$ cat src/rtl/pipe_ctrl_pkg.sv
// Shared definitions for the pipeline hazard controller.
//   ctrl_state_t     : controller FSM states (RUN, MEM_WAIT, MDU_BUSY)
//   REG_ZERO         : architectural zero register index (never a real hazard)
//   DEF_MDU_LAT      : default total MDU cycles per operation
//   DEF_MEM_TIMEOUT  : default data-memory wait limit before a bus error
//   reg_match()      : true when a destination feeds a used source register
package pipe_ctrl_pkg;

    typedef enum logic [1:0] {
        RUN      = 2'd0,
        MEM_WAIT = 2'd1,
        MDU_BUSY = 2'd2
    } ctrl_state_t;

    localparam logic [4:0] REG_ZERO        = 5'd0;
    localparam int         DEF_MDU_LAT     = 32;
    localparam int         DEF_MEM_TIMEOUT = 255;

    // Writes to r0 are discarded, so they can never create a dependency.
    function automatic logic reg_match(input logic [4:0] rd,
                                       input logic [4:0] src,
                                       input logic       used);
        return used && (rd == src) && (rd != REG_ZERO);
    endfunction

endpackage

$ cat src/rtl/pipe_hazard_ctrl_mdu_countdown.sv
// Countdown tracking an in-flight multiply/divide operation.
//   clk       : clock, state updates on rising edge
//   rst_n     : synchronous active-low reset, empties the counter
//   clear     : abort the running operation (flush), wins over load
//   load      : EX stage issues an MDU op this cycle (ignored while busy)
//   busy      : operation in progress (counter != 0)
//   busy_next : value busy will take after the next rising edge
module mdu_countdown
    import pipe_ctrl_pkg::*;
#(
    parameter int MDU_LAT = DEF_MDU_LAT
) (
    input  logic clk,
    input  logic rst_n,
    input  logic clear,
    input  logic load,
    output logic busy,
    output logic busy_next
);

    // The issue cycle itself is one of the MDU_LAT cycles, so the counter
    // only has to cover the remaining MDU_LAT-1.
    localparam int            CNT_W    = $clog2(MDU_LAT);
    localparam logic [CNT_W-1:0] LOAD_VAL = CNT_W'(MDU_LAT - 1);

    logic [CNT_W-1:0] cnt_reg;
    logic [CNT_W-1:0] cnt_next;

    always_comb begin
        cnt_next = cnt_reg;
        if (clear) begin
            cnt_next = '0;
        end else if (load && (cnt_reg == '0)) begin
            cnt_next = LOAD_VAL;
        end else if (cnt_reg != '0) begin
            // Keeps counting through memory stalls: the unit runs on its own.
            cnt_next = cnt_reg - CNT_W'(1);
        end
    end

    always_ff @(posedge clk) begin
        if (!rst_n) begin
            cnt_reg <= '0;
        end else begin
            cnt_reg <= cnt_next;
        end
    end

    assign busy      = (cnt_reg != '0);
    assign busy_next = (cnt_next != '0);

endmodule

$ cat src/rtl/pipe_hazard_ctrl.sv
// Central stall/flush controller for the five-stage pipeline.
// Pipeline registers latch on negedge; this block updates on posedge and its
// stall/flush outputs are combinational so they settle before the negedge.
// Inputs : ID source regs/usage, MDU use, branch taken, EX load/dest/MDU
//          start, MEM request/ready, MEM exception, rst_n (sync, active low)
// Outputs: stall_* hold enables and flush_* bubble inserts per pipeline
//          register, mdu_busy, bus_err (timeout pulse), stall_cycles counter
// Priority: reset > exception > memory timeout > memory wait >
//           MDU/load-use hazard > taken branch.
module pipe_hazard_ctrl
    import pipe_ctrl_pkg::*;
#(
    parameter int MDU_LAT     = DEF_MDU_LAT,
    parameter int MEM_TIMEOUT = DEF_MEM_TIMEOUT,
    parameter int CNT_W       = 32
) (
    input  logic             clk,
    input  logic             rst_n,
    input  logic [4:0]       Rs_Id,
    input  logic [4:0]       Rt_Id,
    input  logic             RsUsed_Id,
    input  logic             RtUsed_Id,
    input  logic             UsesMdu_Id,
    input  logic             BranchTaken_Id,
    input  logic             MemRead_Ex,
    input  logic [4:0]       Rd_Ex,
    input  logic             MduStart_Ex,
    input  logic             MemReq_Mem,
    input  logic             MemReady,
    input  logic             Exception_Mem,
    output logic             stall_PC,
    output logic             stall_IF_ID,
    output logic             stall_ID_EX,
    output logic             stall_EX_MEM,
    output logic             stall_MEM_WR,
    output logic             flush_IF_ID,
    output logic             flush_ID_EX,
    output logic             flush_EX_MEM,
    output logic             flush_MEM_WR,
    output logic             mdu_busy,
    output logic             bus_err,
    output logic [CNT_W-1:0] stall_cycles
);

    localparam int               WAIT_W    = $clog2(MEM_TIMEOUT + 1);
    // Counter value during the final permitted wait cycle.
    localparam logic [WAIT_W-1:0] WAIT_LAST = WAIT_W'(MEM_TIMEOUT - 1);

    ctrl_state_t       state_reg;
    ctrl_state_t       state_next;
    logic [WAIT_W-1:0] wait_cnt_reg;
    logic [WAIT_W-1:0] wait_cnt_next;
    logic [WAIT_W-1:0] wait_cur;
    logic [CNT_W-1:0]  stall_cnt_reg;

    logic mem_wait;
    logic mem_timeout;
    logic load_use;
    logic mdu_hazard;
    logic mdu_clear;
    logic mdu_load;
    logic mdu_busy_next;

    // The wait count only means something while already waiting; a fresh
    // wait always starts from zero regardless of any stale register value.
    assign wait_cur    = (state_reg == MEM_WAIT) ? wait_cnt_reg : '0;
    assign mem_wait    = MemReq_Mem && !MemReady;
    assign mem_timeout = mem_wait && (wait_cur == WAIT_LAST);

    assign load_use   = MemRead_Ex && (reg_match(Rd_Ex, Rs_Id, RsUsed_Id) ||
                                       reg_match(Rd_Ex, Rt_Id, RtUsed_Id));
    assign mdu_hazard = mdu_busy && UsesMdu_Id;

    // MEM_WR is never held; a repeated writeback is prevented by a bubble.
    assign stall_MEM_WR = 1'b0;

    always_comb begin
        stall_PC      = 1'b0;
        stall_IF_ID   = 1'b0;
        stall_ID_EX   = 1'b0;
        stall_EX_MEM  = 1'b0;
        flush_IF_ID   = 1'b0;
        flush_ID_EX   = 1'b0;
        flush_EX_MEM  = 1'b0;
        flush_MEM_WR  = 1'b0;
        bus_err       = 1'b0;
        mdu_clear     = 1'b0;
        wait_cnt_next = '0;
        if (!rst_n) begin
            flush_IF_ID  = 1'b1;
            flush_ID_EX  = 1'b1;
            flush_EX_MEM = 1'b1;
            flush_MEM_WR = 1'b1;
            mdu_clear    = 1'b1;
        end else if (Exception_Mem) begin
            flush_IF_ID  = 1'b1;
            flush_ID_EX  = 1'b1;
            flush_EX_MEM = 1'b1;
            flush_MEM_WR = 1'b1;
            mdu_clear    = 1'b1;
        end else if (mem_timeout) begin
            // A bus error is handled like an exception: drain everything.
            flush_IF_ID  = 1'b1;
            flush_ID_EX  = 1'b1;
            flush_EX_MEM = 1'b1;
            flush_MEM_WR = 1'b1;
            bus_err      = 1'b1;
            mdu_clear    = 1'b1;
        end else if (mem_wait) begin
            stall_PC      = 1'b1;
            stall_IF_ID   = 1'b1;
            stall_ID_EX   = 1'b1;
            stall_EX_MEM  = 1'b1;
            flush_MEM_WR  = 1'b1;
            wait_cnt_next = wait_cur + WAIT_W'(1);
        end else if (mdu_hazard || load_use) begin
            stall_PC    = 1'b1;
            stall_IF_ID = 1'b1;
            flush_ID_EX = 1'b1;
        end else begin
            // Only reached when IF_ID is not held; a held branch re-resolves.
            flush_IF_ID = BranchTaken_Id;
        end
    end

    // An MDU op issues only when its EX instruction actually advances.
    assign mdu_load = MduStart_Ex && !stall_ID_EX;

    mdu_countdown #(
        .MDU_LAT (MDU_LAT)
    ) u_mdu_countdown (
        .clk       (clk),
        .rst_n     (rst_n),
        .clear     (mdu_clear),
        .load      (mdu_load),
        .busy      (mdu_busy),
        .busy_next (mdu_busy_next)
    );

    // State shows the highest-priority condition active for the next cycle.
    always_comb begin
        state_next = RUN;
        if (!Exception_Mem && mem_wait && !mem_timeout) begin
            state_next = MEM_WAIT;
        end else if (mdu_busy_next) begin
            state_next = MDU_BUSY;
        end
    end

    always_ff @(posedge clk) begin
        if (!rst_n) begin
            state_reg     <= RUN;
            wait_cnt_reg  <= '0;
            stall_cnt_reg <= '0;
        end else begin
            state_reg    <= state_next;
            wait_cnt_reg <= wait_cnt_next;
            if (stall_PC) begin
                stall_cnt_reg <= stall_cnt_reg + CNT_W'(1);
            end
        end
    end

    assign stall_cycles = stall_cnt_reg;

endmodule

$ cat config.mk
export PLATFORM = sky130hd
export DESIGN_NAME = pipe_hazard_ctrl
export DESIGN_NICKNAME = d
export VERILOG_FILES = /design/src/rtl/pipe_ctrl_pkg.sv /design/src/rtl/pipe_hazard_ctrl_mdu_countdown.sv /design/src/rtl/pipe_hazard_ctrl.sv
export SDC_FILE = /design/constraint.sdc
export NUM_CORES = 1
export LEC_CHECK = 0
export ABC_CLOCK_PERIOD_IN_PS = 3400
export CAP_MARGIN = 5
export CELL_PAD_IN_SITES_DETAIL_PLACEMENT = 0
export CELL_PAD_IN_SITES_GLOBAL_PLACEMENT = 1
export CORE_MARGIN = 8
export CORE_UTILIZATION = 31
export CTS_CLUSTER_DIAMETER = 80
export CTS_CLUSTER_SIZE = 24
export DETAILED_ROUTE_END_ITERATION = 8
export PLACE_DENSITY_LB_ADDON = 0.25
export SYNTH_ARGS = -nofsm -noshare
export SYNTH_HDL_FRONTEND = slang
export SYNTH_SLANG_ARGS = --single-unit
$ cat constraint.sdc
create_clock -name clk -period 3.4 [get_ports clk]
set_clock_uncertainty 0.1 [all_clocks]
set_input_delay 0.68 -clock clk [delete_from_list [all_inputs] [get_ports clk]]
set_output_delay 0.68 -clock clk [all_outputs]
set_load 0.05 [all_outputs]
# == Yosys cells after proc, flatten, opt, wreduce, memory -nomap -nowiden ==
# Cells that the tools add are included.
# totals
register_bits,47
inputBits,26
out_inout_bits,43
elab_cells,70
# op_classes
add_sub_neg,3
eq_ne,4
muxes,32
n_bitwise,2
n_reduce_logical,24
# op_table
op,n
32-bit by 1-bit adder with 32-bit output (second input constant),1
1-bit 2-to-1 mux,27
5-bit 2-to-1 mux,3
5-bit nonzero test,3
1-bit logical AND,12
5-bit equality test,2
8-bit by 1-bit adder with 8-bit output (second input constant),1
8-bit equality test (second input constant),1
8-bit 2-to-1 mux,1
5-bit logical NOT,1
5-bit by 1-bit subtractor with 5-bit output (second input constant),1
1-bit logical NOT,4
4-bit OR reduction,1
2-bit by 1-bit equality test with 1-bit output (second input constant),1
1-bit logical OR,2
2-bit 2-to-1 mux,1
1-bit NOT,2
2-bit OR reduction,1

# == Longest topological paths before layout ==
# Gate-level depths: netlist (run 1).
# logic_depth
ltp_word,15
mapped_depth,12
mapped_depth_nobuf,10

# == Cells and area by module ==
# Synthesis (run 1) repeated with hierarchy kept, for this count alone.
# unflattened
cells_unflattened,319
area_unflattened_um2,2707.6
# modules_own_cells
module,n_inst,cells_each,area_each_um2
pipe_hazard_ctrl,1,284,2388.5
mdu_countdown,1,35,319.1

# == Least setup slack after synthesis (run 1) ==
# OpenSTA, ideal clock, no wires.
# synth_path
path_kind,input-to-output
from,in rst_n
to,out stall_PC
t_arrival_ns,2.901
required_time_ns,2.620
path_slack_ns,-0.281
path_stages,6
n_path_buf,2
path_cell_list,clkbuf_1 nand2b_1 a21oi_1 inv_1 a21oi_1 buf_4
# synth_via
elab_chain_cells,1
# synth_rtl
element,line,rtl
start: declaration,pipe_hazard_ctrl.sv:18,"input logic rst_n,"
1-bit 2-to-1 mux,--,
end: declaration,pipe_hazard_ctrl.sv:31,"output logic stall_PC,"
# Every way passes these cells.

# == Worst setup path in the final report (run 1) ==
# layout_path
from,in Rd_Ex[1]
to,out flush_IF_ID
# layout_via
elab_chain_cells,11
word_cells_on_any_way,15
cone_classes,2 x eq/ne; 5 x mux; 8 x reduce/logical
# layout_rtl
element,line,rtl
start: declaration,pipe_hazard_ctrl.sv:26,"input logic [4:0] Rd_Ex,"
5-bit equality test,pipe_ctrl_pkg.sv:23,return used && (rd == src) && (rd != REG_ZERO);
1-bit logical AND (2 in a row),pipe_ctrl_pkg.sv:23,
1-bit logical OR *,pipe_hazard_ctrl.sv:70,"assign load_use = MemRead_Ex && (reg_match(Rd_Ex, Rs_Id, RsUsed_Id) ||"
1-bit logical AND *,pipe_hazard_ctrl.sv:70,
1-bit logical OR *,pipe_hazard_ctrl.sv:116,end else if (mdu_hazard || load_use) begin
1-bit 2-to-1 mux *,pipe_hazard_ctrl.sv:116,
1-bit 2-to-1 mux *,pipe_hazard_ctrl.sv:109,end else if (mem_wait) begin
1-bit 2-to-1 mux *,pipe_hazard_ctrl.sv:101,end else if (mem_timeout) begin
1-bit 2-to-1 mux *,pipe_hazard_ctrl.sv:95,end else if (Exception_Mem) begin
1-bit 2-to-1 mux *,pipe_hazard_ctrl.sv:89,if (!rst_n) begin
end: declaration,pipe_hazard_ctrl.sv:36,"output logic flush_IF_ID,"
# Every way passes the cells marked *; elsewhere a longest branch is shown, timed or not.

==> impl_metrics.csv, run 1 <==
group,metric,value,unit
status,run_status,"finished clean",
floorplan,die-height,106,um
yosys,synthArstFlopShare,0,%
yosys,synth_most_common_cell,"dfxtp_1",
grt,globalRouteTotalUtil,12.2,%
power,vdd_ir_drop_max,171,uV
clocking,clock_tree.buffer_depth,2,
yosys,synth_edf_count,0,
floorplan,floorplan.die_area,11300,sq um
clocking,cts.root.buffer_cell,"clkbuf_8",
drt,avgViaCountPerCell,5.11,
yosys,synth_top_cells_by_area,"dfxtp_1, a21oi_1, xnor2_1",
finish,largest_register_ff_count,32,
drt,firstDrtPassIters,4,
yosys,synth-xor-area-share,6.95,%
power,intPower,896,uW
yosys,synth_flop_cell,"dfxtp_1",
yosys,mappedNetlistNets,346,
finish,final_nets,419,
yosys,yosys_register_bits,47,
power,p_leak,1.22,nW
yosys,main_combinational_cell_family_by_area_after_synthesis,"simple AND/OR/NAND/NOR gates",
clocking,tritoncts_buffer_count,5,
yosys,synth.top_cells.by_count,"dfxtp_1, a21oi_1, nand2_1, nor2_1, nand3_1",
timing,tightest_slew,0.527,ns
yosys,syn-mean-instance-area,7.97,sq um
finish,final_core_util,44.1,%
clocking,clock_insertion_delay_worst_skew,0.31,ns
clocking,cts_tree,"yes",
finish,fin_area,3550,sq um
grt,global_route.overflow_total,0,
clocking,htree_num_levels,2,
place,dp_hpwl,5200,um
drt,drt-initial-drc-count,87,
drt,route.detailed.drc,0,
setup_path,critical_path_class,"input port to output pin",
worst_hold_path,worst_hold_path_type,"register to register",
power,netSwitchingPower,332,uW
yosys,synth_cell_types,44,
grt,grt_pass1_vias,2395,
finish,drive_gt1_share,10.3,%
setup_path,path_max_fanout,3,
setup_path,crit_chain,"clkdlybuf4s50_1, or4_1, o21ai_2, inv_1, a22oi_2, nand3_1, nand2_1, buf_12",
yosys,yosys_warnings,0,
setup_path,slowest_delay,0.53,ns
place,placed_cell_area,3420,sq um
yosys,post_synth_instance_area,2520,sq um
timing,finalCritPeriodShare,95.0,%
floorplan,placeableCoreArea,8050,sq um
floorplan,floorplan.initialDensity,31.3,%
setup_path,cp_top_family,"simple AND/OR/NAND/NOR gates",
timing,rsz0062_at_grt,"false",
setup_path,critical_path_buf_inv_count,3,
finish,diodes,0,
run,cap_viol_max_count,0,
setup_path,worst-endpoint-arrival,2.45,ns
timing,final_hold_viol_count,0,
setup_path,startpoint_class,"input port",
drt,routed_wirelength_normalized_by_instance_count,13.9,um
floorplan,chipWidth,106,um
floorplan,fp-row-count,33,
place,port-buffer-count,67,
setup_path,critical-path-slowest-cell,"or4_1",
yosys,ys_seq_area_share,37.4,%
power,share_seq_of_total_power,46.3,%
power,power.density_cell_area,345,nW/um^2
setup_path,worst_ep_required_time,2.62,ns
timing,slew_headroom,64.7,%
yosys,synth-simple-area-share,28.4,%
yosys,post_synth_mux_area_share,1.19,%
setup_path,setup.worst_path.end_class,"output pin",
drt,finalWirelength,6890,um
place,finalWeightedCongestion,0.777,
timing,report.final.setup_viol,0,
drt,detailroute.via_count,2531,
power,power.switching_fraction,27.0,%
timing,max_slew_violation_count,0,
power,power_frac_comb,17.3,%
clocking,clock_sink_count,47,
grt,antenna_found_initial,0,
grt,grt_pass1_wl,11400,um
drt,final_antenna_net_count,0,
timing,post-route-min-period,3.23,ns
yosys,synth-compound-area-share,18.2,%
yosys,synth_adder_area_share,1.99,%
timing,fin_tns_setup,0,ns
floorplan,pin_count,69,
power,clockPowerShare,36.5,%
timing,achievable-frequency,310,MHz
yosys,post-synth-top-area-cell,"dfxtp_1",
grt,grt_max_degree,29,
finish,area_delta_synth_final,41.1,%
yosys,yosysTopAreaCellShare,37.4,%
clocking,clkTransAtPathRegs,0.09,ns
yosys,synthCells,316,
==> cell type report <==
| class | instances | area (sq um) |
|---|---|---|
| inverter | 20 | 75.1 |
| clock inverter | 2 | 38.8 |
| tap | 105 | 131 |
| timing repair buffer | 81 | 841 |
| clock buffer | 6 | 82.6 |
| fill | 829 | 4500 |
| sequential | 47 | 941 |
| multi-input combinational | 234 | 1450 |
==> layer usage <==
layer  up-vias  part of all wire (%)  GRT usage (%)  wire [um]
li1       1292                     -              -          -
met1      1162                    46           14.0       3140
met2        70                    44           20.1       3070
met3         7                   8.9           5.38        614
met4         0                   1.0           3.32         72
met5         -                     0              0          0
==> cells in the final DEF, fill, tap and decap left out, types with 4 or more instances in the layout <==
cell type,Yosys,routed
clkbuf_8,0,6
a21oi_1,30,29
nand2_1,26,26
and3_1,5,5
o21ai_0,13,12
o31ai_1,12,12
buf_4,3,16
nor3_1,5,5
nand4_1,10,10
or3_1,11,11
inv_1,19,19
xor2_1,4,4
nor2_1,22,22
nand3_1,20,20
buf_12,0,7
dfxtp_1,47,47
clkdlybuf4s50_1,0,58
nand2b_1,5,5
xnor2_1,16,16
or4_1,13,13
ha_1,4,4
==> worst register-to-register path, delay by kind of cell, from the launching register on <==
kind                     cells  cell delay [ns]
AND/OR/NAND/NOR              4             0.84
AO/OA/AOI/OAI                3             0.49
buffers and inverters        3             0.49
flip-flops                   1             0.43
adder cells (fa/ha/maj)      1             0.22
==> power by group through the flow <==
stage / registers (mW) / clock network [mW] / logic, mW
6_report: 0.568 / 0.448 / 0.212
5_1_grt: 0.570 / 0.482 / 0.231
4_1_cts: 0.568 / 0.462 / 0.215
3_5_place_dp: 0.581 / 0 / 0.213
3_3_place_gp: 0.581 / 0 / 0.211
2_1_floorplan: 0.587 / 0 / 0.115
==> metrics by stage <==
| stage | setup WS [ns] | power (mW) | instances | hold WS, ns |
|---|---|---|---|---|
| global route | 0.0233 | 1.28 | 495 | 0.398 |
| detailed placement | -0.0310 | 0.794 | 487 | 0.373 |
| floorplan | 0.0738 | 0.701 | 316 | 0.364 |
| finish | 0.170 | 1.23 | 495 | 0.382 |
| global placement | 0.0579 | 0.792 | 487 | 0.356 |
| CTS | 0.0576 | 1.24 | 495 | 0.388 |
==> cells by family (layout without fill, tap and decap cells) <==
family	count (synthesis)	after routing
multiplexers	3	3
flip-flops	47	47
buffers and inverters	35	109
AND/OR/NAND/NOR	131	131
XOR/XNOR	20	20
other	1	1
AO/OA/AOI/OAI	75	75
adder cells (fa/ha/maj)	4	4
==> timing repair <==
action / CTS / global route
resized for setup: 1 / 2
setup endpoints to repair: 1 / 4
setup buffers: 0 / 0
hold buffers: 0 / 0
==> path summary, 6_finish.rpt <==
| check | startpoint | to | slack (ns) | cells past startpoint |
|---|---|---|---|---|
| worst max-delay path | Rd_Ex[1] | flush_IF_ID | 0.17 | 8 |
| worst min-delay path | stall_cycles[31] | stall_cycles[31] | 0.38 | 2 |
| worst max register to register | u_mdu_countdown.cnt_reg[0] | stall_cycles[31] | 0.78 | 11 |
| worst min register to register | stall_cycles[31] | stall_cycles[31] | 0.38 | 2 |
Note: power is estimated with default switching activity, not from simulation.
==> run 2, diff against run 1 <==
--- a/config.mk
+++ b/config.mk
@@ -6,7 +6,7 @@
 export NUM_CORES = 1
 export LEC_CHECK = 0
 export ABC_CLOCK_PERIOD_IN_PS = 3400
-export CAP_MARGIN = 5
+export CAP_MARGIN = 20
 export CELL_PAD_IN_SITES_DETAIL_PLACEMENT = 0
 export CELL_PAD_IN_SITES_GLOBAL_PLACEMENT = 1
 export CORE_MARGIN = 8
==> results of run 2 <==
No change in the layout: final DEF, timing and power equal those of run 1.
